==> src/rtl/mips_multicycle_control_pkg.sv <==
// Shared encodings for the multicycle MIPS control path: opcodes, FSM states, ALUOp codes.
// ALUOp codes are also consumed by the ALU control block, so keep them in sync there.
// Pure declarations; no logic, no latency.
package mips_multicycle_control_pkg;

    localparam int OPCODE_W = 6;
    localparam int ALUOP_W  = 3;
    localparam int STATE_W  = 4;

    localparam logic [OPCODE_W-1:0] OP_RTYPE = 6'b000000;
    localparam logic [OPCODE_W-1:0] OP_LW    = 6'b100011;
    localparam logic [OPCODE_W-1:0] OP_SW    = 6'b101011;
    localparam logic [OPCODE_W-1:0] OP_BEQ   = 6'b000100;
    localparam logic [OPCODE_W-1:0] OP_J     = 6'b000010;
    localparam logic [OPCODE_W-1:0] OP_ADDI  = 6'b001000;

    localparam logic [ALUOP_W-1:0] ALUOP_ADD   = 3'b000;
    localparam logic [ALUOP_W-1:0] ALUOP_SUB   = 3'b001;
    localparam logic [ALUOP_W-1:0] ALUOP_FUNCT = 3'b010;

    typedef enum logic [STATE_W-1:0] {
        S_FETCH     = 4'd0,
        S_DECODE    = 4'd1,
        S_MEM_ADDR  = 4'd2,
        S_MEM_READ  = 4'd3,
        S_WB_MEM    = 4'd4,
        S_MEM_WRITE = 4'd5,
        S_EXECUTE   = 4'd6,
        S_WB_ALU    = 4'd7,
        S_BRANCH    = 4'd8,
        S_JUMP      = 4'd9,
        S_ADDI_EXEC = 4'd10,
        S_ADDI_WB   = 4'd11,
        S_TRAP      = 4'd12
    } state_t;

    // All datapath strobes driven by the control FSM, bundled for the decode sub-module.
    typedef struct packed {
        logic               pc_write;
        logic               pc_write_cond;
        logic               i_or_d;
        logic               mem_read;
        logic               mem_write;
        logic               mem_to_reg;
        logic               ir_write;
        logic [1:0]         pc_source;
        logic [ALUOP_W-1:0] alu_op;
        logic               alu_src_a;
        logic [1:0]         alu_src_b;
        logic               reg_write;
        logic               reg_dst;
        logic               instr_done;
    } ctrl_t;

    // True for the opcodes this controller knows how to sequence.
    function automatic logic op_decoded(input logic [OPCODE_W-1:0] op);
        return (op == OP_RTYPE) || (op == OP_LW) || (op == OP_SW) ||
               (op == OP_BEQ)   || (op == OP_J)  || (op == OP_ADDI);
    endfunction

endpackage

==> src/rtl/mips_ctrl_outdec.sv <==
// Combinational state -> datapath strobe decode (Moore, plus mem_ready-gated strobes).
// Latency: zero, purely combinational.
// Backpressure: mem_ready only gates ir_write/pc_write in FETCH and instr_done in MEM_WRITE.
import mips_multicycle_control_pkg::*;

module mips_ctrl_outdec (
    input  logic   rst_i,
    input  state_t state_i,
    input  logic   mem_ready_i,
    input  logic   decode_nop_i,
    output ctrl_t  ctrl_o
);

    // Decode strobes from the current state; everything defaults to 0 and reset forces all 0.
    always_comb begin
        ctrl_o = '0;
        if (!rst_i) begin
            case (state_i)
                S_FETCH: begin
                    ctrl_o.mem_read  = 1'b1;
                    ctrl_o.alu_src_b = 2'b01;
                    ctrl_o.alu_op    = ALUOP_ADD;
                    ctrl_o.ir_write  = mem_ready_i;
                    ctrl_o.pc_write  = mem_ready_i;
                end
                S_DECODE: begin
                    ctrl_o.alu_src_b  = 2'b11;
                    ctrl_o.alu_op     = ALUOP_ADD;
                    ctrl_o.instr_done = decode_nop_i;
                end
                S_MEM_ADDR, S_ADDI_EXEC: begin
                    ctrl_o.alu_src_a = 1'b1;
                    ctrl_o.alu_src_b = 2'b10;
                    ctrl_o.alu_op    = ALUOP_ADD;
                end
                S_MEM_READ: begin
                    ctrl_o.mem_read = 1'b1;
                    ctrl_o.i_or_d   = 1'b1;
                end
                S_WB_MEM: begin
                    ctrl_o.reg_write  = 1'b1;
                    ctrl_o.mem_to_reg = 1'b1;
                    ctrl_o.instr_done = 1'b1;
                end
                S_MEM_WRITE: begin
                    ctrl_o.mem_write  = 1'b1;
                    ctrl_o.i_or_d     = 1'b1;
                    ctrl_o.instr_done = mem_ready_i;
                end
                S_EXECUTE: begin
                    ctrl_o.alu_src_a = 1'b1;
                    ctrl_o.alu_src_b = 2'b00;
                    ctrl_o.alu_op    = ALUOP_FUNCT;
                end
                S_WB_ALU: begin
                    ctrl_o.reg_write  = 1'b1;
                    ctrl_o.reg_dst    = 1'b1;
                    ctrl_o.instr_done = 1'b1;
                end
                S_BRANCH: begin
                    ctrl_o.alu_src_a     = 1'b1;
                    ctrl_o.alu_op        = ALUOP_SUB;
                    ctrl_o.pc_write_cond = 1'b1;
                    ctrl_o.pc_source     = 2'b01;
                    ctrl_o.instr_done    = 1'b1;
                end
                S_JUMP: begin
                    ctrl_o.pc_write   = 1'b1;
                    ctrl_o.pc_source  = 2'b10;
                    ctrl_o.instr_done = 1'b1;
                end
                S_ADDI_WB: begin
                    ctrl_o.reg_write  = 1'b1;
                    ctrl_o.instr_done = 1'b1;
                end
                default: ctrl_o = '0;
            endcase
        end
    end

endmodule

==> src/rtl/mips_multicycle_control.sv <==
// Main multicycle MIPS control FSM; optional illegal-opcode trap under `ILLEGAL_OP_TRAP_EN.
// Latency (mem_ready=1): lw 5, sw 4, R-type 4, addi 4, beq 3, j 3 cycles.
// Backpressure: FETCH, MEM_READ and MEM_WRITE hold until mem_ready; other states ignore it.
import mips_multicycle_control_pkg::*;

module mips_multicycle_control (
    input  logic                clk,
    input  logic                rst,
    input  logic [OPCODE_W-1:0] opcode,
    input  logic                mem_ready,
    output logic                pc_write,
    output logic                pc_write_cond,
    output logic                i_or_d,
    output logic                mem_read,
    output logic                mem_write,
    output logic                mem_to_reg,
    output logic                ir_write,
    output logic [1:0]          pc_source,
    output logic [ALUOP_W-1:0]  alu_op,
    output logic                alu_src_a,
    output logic [1:0]          alu_src_b,
    output logic                reg_write,
    output logic                reg_dst,
    output logic [STATE_W-1:0]  state,
    output logic                instr_done,
    output logic                illegal_op
);

    state_t state_q, state_d;
    ctrl_t  ctrl;
    logic   decode_nop;

    // State register; reset is synchronous so the edge after rst lands in FETCH.
    always_ff @(posedge clk) begin
        if (rst) state_q <= S_FETCH;
        else     state_q <= state_d;
    end

    // Next-state sequencing by state, opcode and mem_ready.
    always_comb begin
        state_d = S_FETCH;
        case (state_q)
            S_FETCH:     state_d = mem_ready ? S_DECODE : S_FETCH;
            S_DECODE: begin
                case (opcode)
                    OP_RTYPE:     state_d = S_EXECUTE;
                    OP_LW, OP_SW: state_d = S_MEM_ADDR;
                    OP_BEQ:       state_d = S_BRANCH;
                    OP_J:         state_d = S_JUMP;
                    OP_ADDI:      state_d = S_ADDI_EXEC;
`ifdef ILLEGAL_OP_TRAP_EN
                    default:      state_d = S_TRAP;
`else
                    default:      state_d = S_FETCH;
`endif
                endcase
            end
            S_MEM_ADDR:  state_d = (opcode == OP_SW) ? S_MEM_WRITE : S_MEM_READ;
            S_MEM_READ:  state_d = mem_ready ? S_WB_MEM : S_MEM_READ;
            S_MEM_WRITE: state_d = mem_ready ? S_FETCH : S_MEM_WRITE;
            S_EXECUTE:   state_d = S_WB_ALU;
            S_ADDI_EXEC: state_d = S_ADDI_WB;
`ifdef ILLEGAL_OP_TRAP_EN
            S_TRAP:      state_d = S_TRAP;
`endif
            // Writeback/branch/jump states and unused codes all return to FETCH.
            default:     state_d = S_FETCH;
        endcase
    end

`ifdef ILLEGAL_OP_TRAP_EN
    logic illegal_q;

    // Sticky illegal-opcode flag, set on the DECODE -> TRAP transition.
    always_ff @(posedge clk) begin
        if (rst)                                             illegal_q <= 1'b0;
        else if (state_q == S_DECODE && !op_decoded(opcode)) illegal_q <= 1'b1;
    end

    assign illegal_op = illegal_q & ~rst;
    assign decode_nop = 1'b0;
`else
    assign illegal_op = 1'b0;
    // Unknown opcodes retire in DECODE as a NOP.
    assign decode_nop = (state_q == S_DECODE) && !op_decoded(opcode);
`endif

    mips_ctrl_outdec u_outdec (
        .rst_i        (rst),
        .state_i      (state_q),
        .mem_ready_i  (mem_ready),
        .decode_nop_i (decode_nop),
        .ctrl_o       (ctrl)
    );

    assign state         = rst ? S_FETCH : state_q;
    assign pc_write      = ctrl.pc_write;
    assign pc_write_cond = ctrl.pc_write_cond;
    assign i_or_d        = ctrl.i_or_d;
    assign mem_read      = ctrl.mem_read;
    assign mem_write     = ctrl.mem_write;
    assign mem_to_reg    = ctrl.mem_to_reg;
    assign ir_write      = ctrl.ir_write;
    assign pc_source     = ctrl.pc_source;
    assign alu_op        = ctrl.alu_op;
    assign alu_src_a     = ctrl.alu_src_a;
    assign alu_src_b     = ctrl.alu_src_b;
    assign reg_write     = ctrl.reg_write;
    assign reg_dst       = ctrl.reg_dst;
    assign instr_done    = ctrl.instr_done;

endmodule

==> config.mk <==
export PLATFORM = sky130hd
export DESIGN_NAME = mips_multicycle_control
export DESIGN_NICKNAME = d
export VERILOG_FILES = /design/src/rtl/mips_multicycle_control_pkg.sv /design/src/rtl/mips_ctrl_outdec.sv /design/src/rtl/mips_multicycle_control.sv
export SDC_FILE = /design/constraint.sdc
export NUM_CORES = 1
export LEC_CHECK = 0
export BUFFER_PORTS_ARGS = -buffer_cell sky130_fd_sc_hd__buf_2
export CORE_UTILIZATION = 40
export CTS_CLUSTER_DIAMETER = 120
export DETAILED_ROUTE_END_ITERATION = 6
export PLACE_DENSITY = 0.72
export SLEW_MARGIN = 15
export SYNTH_ARGS = -nofsm -noshare
export SYNTH_HDL_FRONTEND = slang
export SYNTH_SLANG_ARGS = --single-unit
==> constraint.sdc <==
create_clock -name clk -period 1.4 [get_ports clk]
set_input_delay 0.28 -clock clk [delete_from_list [all_inputs] [get_ports clk]]
set_output_delay 0.28 -clock clk [all_outputs]
set_load 0.1 [all_outputs]
==> results of run 1 <==
==> per-stage QoR <==
stage	setup TNS [ns]	setup WS (ns)	hold slack (ns)	instances	cell area [µm²]
after global placement	-2.32	-0.297	0.660	159	1500
after floorplan	-9.80	-0.977	0.434	94	878
==> cell usage after synthesis (2+ instances only) <==
master,count
a21oi_1,3
buf_2,5
buf_4,4
clkbuf_1,2
dfxtp_1,4
inv_2,2
nand2_1,2
nand2b_1,5
nand4_1,2
nor2_1,10
nor2b_1,4
nor3_1,12
nor3b_1,2
nor4_1,3
o211ai_1,2
o21ai_0,5
o21ai_1,2
xnor2_1,2
==> logic make-up after synthesis <==
group           count (synthesis)
compound gates                 21
flops                           4
simple gates                   49
buf+inv                        15
other cells                     1
xor+xnor                        3
==> run summary, run 1 <==
Xor and xnor area share after synthesis: 4.14%
Main combinational cell family by area after synthesis: simple AND/OR/NAND/NOR gates
GP Congestion: 0.906
Main synth FF type: dfxtp_1
Port bufs: 29
Starting Density: 42.6%
Site Rows: 14
Mapped Avg Cell Area: 6.82 µm²
Synth top area cells: dfxtp_1 (13%), nor3_1 (9.5%), nor2_1 (5.9%)
Netlist area before placement: 634 µm²
Die W: 41.8 µm
Post-synth EDFFs: 0
Yosys cell types: 40
Status: stopped before the end
Synth Area in Adders: 0%
Compound-Gate Fraction of Synth Area: 22.9%
Yosys reg bits: 4
Synth Instances: 93
Stopped at: detailed placement
Register area share after synthesis: 12.6%
Die Span Y: 41.8 µm
Fraction of registers with async set/reset: 0%
Num ports: 32
Leading area contributor after synthesis: dfxtp_1
Synth Area in Simple Gates: 46.4%
Syn. warnings: 0
Synth top area share: 12.6%
Post-synthesis mux area share: 0%
Stop err: [ERROR DPL-0038] Utilization greater than 100%, impossible to legalize
==> inputs of run 2 (changes only) <==
--- a/config.mk
+++ b/config.mk
@@ -6,10 +6,10 @@
 export NUM_CORES = 1
 export LEC_CHECK = 0
 export BUFFER_PORTS_ARGS = -buffer_cell sky130_fd_sc_hd__buf_2
-export CORE_UTILIZATION = 40
-export CTS_CLUSTER_DIAMETER = 120
+export CORE_AREA = 2 2 63 65
 export DETAILED_ROUTE_END_ITERATION = 6
-export PLACE_DENSITY = 0.72
+export DIE_AREA = 0 0 65 67
+export PLACE_DENSITY_LB_ADDON = 0.15
 export SLEW_MARGIN = 15
 export SYNTH_ARGS = -nofsm -noshare
 export SYNTH_HDL_FRONTEND = slang
==> constraint.sdc (replaced) <==
create_clock -name clk -period 1.8 [get_ports clk]
set_input_delay 0.36 -clock clk [delete_from_list [all_inputs] [get_ports clk]]
set_output_delay 0.36 -clock clk [all_outputs]
set_load 0.1 [all_outputs]
==> run summary, run 2 <==
DRT iter0 DRCs: 12
PwrDens: 394 nW/µm²
CP max FO: 3
Total global routing overflow: 0
Fraction of registers with async set/reset: 0%
GP Congestion: 0.787
Most common cell after layout, fill and taps aside: buf_12
Endpoint class of the critical path: output pin
Initial antenna violation count: 0
Die ar.: 4360 µm²
Final wirelength: 2360 µm
Mapped Avg Cell Area: 6.82 µm²
Clock sink count: 4
Clock transition at path regs: 0.03 ns
CP bufs+invs: 1
CP peak stage delay: 0.42 ns
Count leader, synth: nor3_1
Root buffer selected by CTS: clkbuf_8
Post-synthesis mux area share: 0%
Final worst path period share: 103%
Status: finished with violations
TritonCTS Buffers: 3
CP startpoint: state_q[2]
Final Cell Area: 1530 µm²
Slew Limit Fails: 0
Hold Path Origin: opcode[3]
Register with the highest flop count: state_q
Netlist area before placement: 634 µm²
Synth top area share: 12.6%
Register area share after synthesis: 12.6%
Via count: 845
ANT nets after route: 0
Area delta synth->final: 141%
Setup violators final: 7
Yosys cell types: 40
Hold Vio Cnt, Final: 0
Proportion of layout cells with a drive suffix above 1: 64.0%
Setup slack at placement: -0.0215 ns
Crit path max-delay cell type: or3_4
Number of flip-flops in the largest register: 4
Hold_buf cts: 0
Regs by FF count: state_q x4
Synth top area cells: dfxtp_1 (13%), nor3_1 (9.5%), nor2_1 (5.9%)
# H-tree levels: 1
Final layout net count: 146
Delay-heaviest family, CP: simple AND/OR/NAND/NOR gates
Synth Instances: 93
Setup CP Type: reg2out
Failing checks: negative setup slack
Final worst path period need: 1.86 ns
Post-synth top cells: nor3_1 (12), nor2_1 (10), buf_2 (5), nand2b_1 (5), o21ai_0 (5)
Largest net degree at the start of global routing: 17
Ant. Diodes: 0
Main combinational cell family by area after synthesis: simple AND/OR/NAND/NOR gates
Xor and xnor area share after synthesis: 4.14%
Unrepaired setup endpoints after global routing: true
Clk_lat worst skew: 0.22 ns
Max IR drop VDD: 0.273 mV
Synth Area in Simple Gates: 46.4%
Starting Density: 17.6%
Compound-Gate Fraction of Synth Area: 22.9%
CP required: 1.44 ns
Wirelength per Cell: 12.8 µm
First-pass DRT Iterations: 4
Die Span Y: 67 µm
Max Cap Viol: 0
Vias in the first global route: 832
Port bufs: 29
Reg-to-Reg Start: state_q[3]
Syn. warnings: 0
First-pass GRT wire length: 3920 µm
Max Freq: 538 MHz
Most frequent cells in the layout: buf_12 (21), buf_4 (16), buf_2 (8)
Max clock buf depth: 2
Post-route setup slack: -0.0576 ns
Synth Area in Adders: 0%
DP HPWL: 1810 µm
# DRC: 0
Yosys reg bits: 4
Main synth FF type: dfxtp_1
Leading area contributor after synthesis: dfxtp_1
TritonCTS clock tree: yes
Setup Skew: 0.00835 ns
Num ports: 32
Crit start category: register
Post-synth EDFFs: 0
Critical Path AT: 1.50 ns
Tightest Hold Check Type: in2reg
Lkg Pwr: 0.571 nW
DR vias/cell: 4.59
CORE AREA: 3610 µm²
Site Rows: 22
Die W: 65 µm
Post-DP Area: 1380 µm²
Cell Chain, Critical Path: or3_4 > nor2_4 > nand4_1 > o31ai_4 > buf_12
Tot GR Track Use: 11.7%
-- run 2: cells by family after synthesis --
kind of cell           count (synthesis)
AND/OR/NAND/NOR                       49
AO/OA/AOI/OAI                         21
buffers and inverters                 15
flip-flops                             4
XOR/XNOR                               3
other                                  1
-- run 2: cell type report --
| cell class | count | area, µm² |
|---|---|---|
| fill | 362 | 2080 |
| sequential | 4 | 92.6 |
| timing repair buffer | 50 | 641 |
| clock buffer | 4 | 45.0 |
| tap | 48 | 60.1 |
| multi-input combinational | 75 | 677 |
| inverter | 3 | 11.3 |
-- run 2: metal layers --
metal / wire length [µm] / track usage, % / part of all wire (%) / up-vias
li1: - / - / - / 422
met5: 0 / 0 / 0 / -
met1: 1010 / 14.6 / 43 / 385
met2: 1150 / 20.1 / 49 / 34
met4: 38 / 4.79 / 1.6 / 0
met3: 152 / 1.52 / 6.5 / 4
-- run 2: path summary, 6_finish.rpt --
check | slack (ns) | cells after the start | end
worst max-delay path | -0.06 | 5 | instr_done
worst min-delay path | 0.48 | 2 | state_q[2]
worst max register to register | 0.30 | 7 | state_q[1]
worst min register to register | 0.65 | 2 | state_q[3]
-- run 2: power by group --
part / leakage, nW / internal [mW] / switching (mW) / total, mW
sequential: 0.0352 / 0.0896 / 0.00994 / 0.0995
combinational: 0.513 / 0.109 / 0.192 / 0.302
clock: 0.0228 / 0.151 / 0.0492 / 0.201
-- run 2: what timing repair did --
| action | in CTS | in global routing |
|---|---|---|
| pin swaps | 5 | 3 |
| buffers inserted | 7 | 0 |
| setup endpoints to repair | 15 | 15 |
| endpoints found under the hold margin | 0 | 0 |
| resized for setup | 8 | 6 |
-- run 2: stage by stage --
step | hold slack, ns | utilization (%) | instances | power [mW] | TNS, ns
after floorplan | 0.514 | - | 94 | 0.307 | -4.94
after global placement | 0.605 | 38.3 | 173 | 0.389 | 0
after detailed placement | 0.603 | 38.3 | 173 | 0.391 | -0.0215
after CTS | 0.471 | 41.7 | 184 | 0.609 | -0.560
after global routing | 0.493 | 42.3 | 184 | 0.628 | -0.819
final | 0.480 | 42.3 | 184 | 0.602 | -0.168
Note: power is estimated with default switching activity, not from simulation.
